## src/rtl/fft_output_streamer.sv

```systemverilog
// Snapshots 16 complex FFT bins on start and streams them as rounded, saturated valid/ready beats.
// Define FFT_OUT_BITREV_EN to emit beats in bit-reversed bin order instead of natural order.
module fft_output_streamer #(
    parameter int N     = 16,
    parameter int INW   = 48,
    parameter int OUTW  = 16,
    parameter int SHIFT = 4
) (
    input  logic                   clk,
    input  logic                   rst_n,
    input  logic [N*INW-1:0]       yr_flat,
    input  logic [N*INW-1:0]       yi_flat,
    input  logic                   start,
    output logic                   out_valid,
    input  logic                   out_ready,
    output logic signed [OUTW-1:0] out_re,
    output logic signed [OUTW-1:0] out_im,
    output logic [3:0]             out_bin,
    output logic                   out_last,
    output logic                   out_sat,
    output logic                   busy,
    output logic                   done,
    output logic                   err_overrun
);

    typedef enum logic [1:0] {IDLE, STREAM, DONE} state_t;

    localparam logic signed [INW:0] RND  = {{INW{1'b0}}, 1'b1} << (SHIFT - 1);
    localparam logic signed [INW:0] MAXV = {{(INW-OUTW+2){1'b0}}, {(OUTW-1){1'b1}}};
    localparam logic signed [INW:0] MINV = {{(INW-OUTW+2){1'b1}}, {(OUTW-1){1'b0}}};

    // Returns {saturated, value}: round half up, arithmetic shift, then clamp to OUTW bits.
    function automatic logic [OUTW:0] scale(input logic signed [INW-1:0] x);
        logic signed [INW:0] r;
        r = ($signed({x[INW-1], x}) + RND) >>> SHIFT;
        if (r > MAXV)      scale = {1'b1, MAXV[OUTW-1:0]};
        else if (r < MINV) scale = {1'b1, MINV[OUTW-1:0]};
        else               scale = {1'b0, r[OUTW-1:0]};
    endfunction

    function automatic logic [3:0] bin_of(input logic [3:0] k);
`ifdef FFT_OUT_BITREV_EN
        bin_of = {k[0], k[1], k[2], k[3]};
`else
        bin_of = k;
`endif
    endfunction

    state_t                 state_q, state_d;
    logic [3:0]             cnt_q, cnt_d;
    logic signed [INW-1:0]  snap_re_q [N];
    logic signed [INW-1:0]  snap_re_d [N];
    logic signed [INW-1:0]  snap_im_q [N];
    logic signed [INW-1:0]  snap_im_d [N];
    logic                   out_valid_q, out_valid_d;
    logic signed [OUTW-1:0] out_re_q, out_re_d;
    logic signed [OUTW-1:0] out_im_q, out_im_d;
    logic [3:0]             out_bin_q, out_bin_d;
    logic                   out_last_q, out_last_d;
    logic                   out_sat_q, out_sat_d;
    logic                   done_q, done_d;
    logic                   err_q, err_d;

    logic [3:0]             load_cnt;
    logic [3:0]             load_bin;
    logic signed [INW-1:0]  src_re;
    logic signed [INW-1:0]  src_im;
    logic [OUTW:0]          re_s;
    logic [OUTW:0]          im_s;

    // Beat 0 comes straight from the inputs since the snapshot is only written at the same edge.
    always_comb begin
        load_cnt = (state_q == IDLE) ? 4'd0 : cnt_q + 4'd1;
        load_bin = bin_of(load_cnt);
        if (state_q == IDLE) begin
            src_re = yr_flat[int'(load_bin)*INW +: INW];
            src_im = yi_flat[int'(load_bin)*INW +: INW];
        end else begin
            src_re = snap_re_q[load_bin];
            src_im = snap_im_q[load_bin];
        end
        re_s = scale(src_re);
        im_s = scale(src_im);
    end

    always_comb begin
        state_d     = state_q;
        cnt_d       = cnt_q;
        snap_re_d   = snap_re_q;
        snap_im_d   = snap_im_q;
        out_valid_d = out_valid_q;
        out_re_d    = out_re_q;
        out_im_d    = out_im_q;
        out_bin_d   = out_bin_q;
        out_last_d  = out_last_q;
        out_sat_d   = out_sat_q;
        done_d      = 1'b0;
        err_d       = err_q;
        case (state_q)
            IDLE: begin
                if (start) begin
                    for (int g = 0; g < N; g++) begin
                        snap_re_d[g] = yr_flat[g*INW +: INW];
                        snap_im_d[g] = yi_flat[g*INW +: INW];
                    end
                    state_d     = STREAM;
                    cnt_d       = 4'd0;
                    err_d       = 1'b0;
                    out_valid_d = 1'b1;
                    out_re_d    = re_s[OUTW-1:0];
                    out_im_d    = im_s[OUTW-1:0];
                    out_bin_d   = load_bin;
                    out_last_d  = 1'b0;
                    out_sat_d   = re_s[OUTW] | im_s[OUTW];
                end
            end
            STREAM: begin
                if (start) err_d = 1'b1;
                if (out_ready) begin
                    if (cnt_q == 4'd15) begin
                        state_d     = DONE;
                        cnt_d       = 4'd0;
                        done_d      = 1'b1;
                        out_valid_d = 1'b0;
                        out_re_d    = '0;
                        out_im_d    = '0;
                        out_bin_d   = 4'd0;
                        out_last_d  = 1'b0;
                        out_sat_d   = 1'b0;
                    end else begin
                        cnt_d      = load_cnt;
                        out_re_d   = re_s[OUTW-1:0];
                        out_im_d   = im_s[OUTW-1:0];
                        out_bin_d  = load_bin;
                        out_last_d = (load_cnt == 4'd15);
                        out_sat_d  = re_s[OUTW] | im_s[OUTW];
                    end
                end
            end
            DONE: begin
                if (start) err_d = 1'b1;
                state_d = IDLE;
            end
            default: state_d = IDLE;
        endcase
    end

    always_ff @(posedge clk or negedge rst_n) begin
        if (!rst_n) begin
            state_q     <= IDLE;
            cnt_q       <= 4'd0;
            for (int g = 0; g < N; g++) begin
                snap_re_q[g] <= '0;
                snap_im_q[g] <= '0;
            end
            out_valid_q <= 1'b0;
            out_re_q    <= '0;
            out_im_q    <= '0;
            out_bin_q   <= 4'd0;
            out_last_q  <= 1'b0;
            out_sat_q   <= 1'b0;
            done_q      <= 1'b0;
            err_q       <= 1'b0;
        end else begin
            state_q     <= state_d;
            cnt_q       <= cnt_d;
            snap_re_q   <= snap_re_d;
            snap_im_q   <= snap_im_d;
            out_valid_q <= out_valid_d;
            out_re_q    <= out_re_d;
            out_im_q    <= out_im_d;
            out_bin_q   <= out_bin_d;
            out_last_q  <= out_last_d;
            out_sat_q   <= out_sat_d;
            done_q      <= done_d;
            err_q       <= err_d;
        end
    end

    assign out_valid   = out_valid_q;
    assign out_re      = out_re_q;
    assign out_im      = out_im_q;
    assign out_bin     = out_bin_q;
    assign out_last    = out_last_q;
    assign out_sat     = out_sat_q;
    assign busy        = (state_q != IDLE);
    assign done        = done_q;
    assign err_overrun = err_q;

endmodule

```

## config.mk

```make
export PLATFORM = sky130hd
export DESIGN_NAME = fft_output_streamer
export DESIGN_NICKNAME = d
export VERILOG_FILES = /design/src/rtl/fft_output_streamer.sv
export SDC_FILE = /design/constraint.sdc
export NUM_CORES = 2
export LEC_CHECK = 0
export ABC_CLOCK_PERIOD_IN_PS = 13200
export BUFFER_PORTS_ARGS = -buffer_cell sky130_fd_sc_hd__buf_2
export CAP_MARGIN = 10
export CORE_AREA = 2 2 612 614
export DETAILED_ROUTE_END_ITERATION = 12
export DIE_AREA = 0 0 614 616
export HOLD_SLACK_MARGIN = 0.08
export PLACE_DENSITY = 0.42
export SLEW_MARGIN = 40
export SYNTH_ARGS = -nofsm -noshare
export SYNTH_HDL_FRONTEND = slang
export SYNTH_SLANG_ARGS = --single-unit
```

## constraint.sdc

```tcl
create_clock -name clk -period 13.2 [get_ports clk]
set_input_delay 2.64 -clock clk [delete_from_list [all_inputs] [get_ports clk]]
set_output_delay 2.64 -clock clk [all_outputs]
set_load 0.02 [all_outputs]
```

==> results.md <==
* Die width at a little over 600 um
* RSZ-0062 raised after global routing: false
* Overall die area at ~380000 um2
* Number of max-cap violations at 0
* Cts hold-fix bufs at 0
* CP Capture Type: register
* Worst Path Required at 13930 ps
* Yosys reg bits at 1487
* Cell area after placement at 84950 um2
* Total power at 24590 uW
* Row count at 224
* Final slew viol count at 0
* Yosys warns at 0
* Buf/Inv on CP at 4
* Sum Neg Setup Slack at 0 ps
* P&R area growth vs syn at 27.93%
* Synth Instances at 8284
* Share of cells above drive strength 1 at 23.46%
* IO Port Bufs at roughly 1500
* Initial Utilization at 19.38%
* CTS sink count at 1487
* CTS tree: done
* Largest net degree at the start of global routing at 176
* Sequential area share after synthesis at 51.72%
* Final wirelength at roughly 430000 um
* Crit path time final at around 8600 ps
* All-Layer GR Usage at 21.96%
* Layout Utilization at 24.79%
* WL/cell at 28.91 um
* Ys async rst share at 100.0%
* Setup Skew at 85.49 ps
* Syn_nets at between 9000 and 10000
* Final Hold Slack at approximately 460 ps
* CP max stage delay at 740 ps
* Final hold violations at 0
* Num CTS Buffers at 191
* Via count at between 60000 and 70000
* Worst slew pin tran at roughly 960 ps
* Post-synth top flop: dfrtp_1
* Max Buffers Root-to-Sink at 4
* Setup violations, final at 0
* Core box area at 371400 um2
* Overflow after GRT at 0
* Gpl congestion at 0.8530
* Post-route antenna net violation count at 0
* Fin crit share at between 60% and 70%
* Post-synth EDFFs at 0
* Status: completed
* H-tree lvl count at 4
* Clock latency on the worst-skew pair at 910 ps
* Initial antenna violation count at 360
* F_max at 0.1161 GHz
* Reg clk slew, reported paths at 60 ps
* Initial DRC Count at 5522
* Setup repair bufs after CTS at 0
* Pre-antenna DRT Iters at 8
* Worst Setup Start Kind: register
* Max rail drop VDD at approximately 150 uV
* Worst min path class: register to register
* First-pass GRT wire length at 570900 um
* Cells along the critical path: inv_1 > ha_4 > buf_4 > nand2b_4 > buf_4 > nor2_4 > buf_4 > a221oi_1 > a221o_1 > and3b_1 > nor3b_1 > nand4_1 > o41ai_4 > nand2_1 > or4_1 > or4b_1 > and3_1 > a221o_1
* Rel. slew slack at between 30% and 40%
* Worst Setup Path Type: register to register
* Vias in the first global route at 66350
* DP HPWL at roughly 330000 um
* Crit path DAT at 9350 ps
* Worst-path fanout max at 34
* CP most frequent cell: buf_4
* Cts repair resizes at 0
* Drt drc at 0
* Root Driver: clkbuf_16
* Pwr/cell area at 267.1 nW/um2
* Chip Height at 616 um
* IO Pins at ~1600
* Vias per std cell at approximately 4.5
* Distinct cells, synth at 110
* CP max-delay cell: or4b_1
* Leakage at 0.04548 uW
* Fin nets at 11140
* Crit-path leading delay family: simple AND/OR/NAND/NOR gates
* Cell area after synthesis at ~72000 um2
* Syn Area/Cell at 8.686 um2
* Design area at 92050 um2
-- per-layer routing --
layer | global-route usage [%] | share of wire (%)
met3 | 3.971 | 5.8
met2 | 40.27 | 52
met4 | 7.918 | 4.2
met1 | 25.19 | 38
met5 | 0 | 0.21
-- where the power goes --
part	internal, uW	switching (uW)
Combinational	3510	7540
Sequential	6740	1320
Clock	3190	2280
-- placed cells by master (no fill, tap or decap), types with 16 or more instances in the layout --
cell          n
nand2_1    4452
buf_2      1491
dfrtp_1    1486
clkbuf_16   193
diode_2     168
buf_4       140
mux4_2      127
a221oi_1    123
o21ai_0     116
nor2_1      111
mux2i_1     106
a21oi_1      83
a221o_1      63
o211ai_1     59
nor3_1       57
a22oi_1      57
nand3_1      53
xnor2_1      48
clkbuf_8     47
inv_1        46
clkbuf_1     43
o22ai_1      39
nand4_1      34
mux2_2       31
o221ai_1     31
a32oi_1      31
xor2_1       27
nor2b_1      26
a211oi_1     25
nor3b_1      24
clkinv_2     23
or3_1        22
and2_1       22
buf_12       22
or2_2        18
nor4_1       17
and3_1       16
nand2b_1     16
a22o_1       16
-- sequential cells by signal, summed over array words and instances, names as in the netlist, 2 cells and up --
| signal | cells |
|---|---|
| out_bin | 4 |
| out_re | 16 |
| out_im | 16 |
| state_q | 2 |
| snap_re_q | 720 |
| cnt_q | 4 |
| snap_im_q | 720 |
-- cells in the mapped netlist (all sizes together) (13+ instances only) --
library cell	instances	area share (%)
o211ai	64	0.70
a32oi	32	0.39
o31ai	15	0.16
a22o	16	0.19
o22ai	41	0.36
dfrtp	1487	52
nor4	26	0.31
a221oi	130	1.6
a21oi	86	0.61
nor2	118	0.64
and3	16	0.14
mux4	132	4.2
a211o	14	0.17
nor3	64	0.47
mux2i	122	1.7
inv	50	0.26
nor3b	25	0.27
a221o	63	0.88
a211oi	25	0.26
o221ai	32	0.39
nand4	37	0.35
or3	23	0.21
xor2	28	0.37
clkbuf	359	1.9
o21ai	124	0.86
a22oi	57	0.59
and2	25	0.22
nor2b	28	0.24
mux2	32	0.50
buf	206	2.1
a31oi	14	0.12
xnor2	51	0.65
nand2	4460	23
a2111oi	13	0.18
or2	22	0.19
nand2b	19	0.18
nand3	55	0.40
-- logic make-up after synthesis --
logic type	synth area share [%]
AOI/OAI and AO/OA	8.907
xor gates and xnor gates	1.014
adders and majority gates	0.08695
buffers and inverters	4.260
DFF	51.72
muxes	6.378
and+or+nand+nor	27.64
-- cell type report --
type	count	area (um2)
Fill cell	41150	279300
Sequential cell	1487	37210
Multi-Input combinational cell	6182	32180
Timing Repair Buffer	1680	9432
Tap cell	4972	6221
Clock buffer	283	5638
Clock inverter	58	730.7
Antenna cell	168	420.4
Inverter	50	207.7
-- metrics by stage --
step / instances / worst slack (ps)
after floorplan: 8284 / 6958
final: 14880 / 4584
after global placement: 14340 / 4377
after detailed placement: 14360 / 4412
after CTS: 14700 / 4310
after global routing: 14820 / 4173
-- final timing paths --
path	depth (start not counted)	to	from	slack (ps)
max	18	out_im[12]$_DFFE_PN0P_	state_q[1]$_DFFE_PN0P_	4580
min	2	snap_re_q[396]$_DFFE_PN0P_	snap_re_q[396]$_DFFE_PN0P_	460
max reg2reg	18	out_im[12]$_DFFE_PN0P_	state_q[1]$_DFFE_PN0P_	4580
min reg2reg	2	snap_re_q[396]$_DFFE_PN0P_	snap_re_q[396]$_DFFE_PN0P_	460
max in group asynchronous	7	snap_re_q[121]$_DFFE_PN0P_	rst_n	8620
min in group asynchronous	1	snap_re_q[89]$_DFFE_PN0P_	rst_n	1670
-- worst min-delay path: stages, from the launching register on --
cell and delay (ps):
dfrtp_1 330, nand2_1 50, nand2_1 50
No activity file was read; power rests on OpenSTA's default activity.
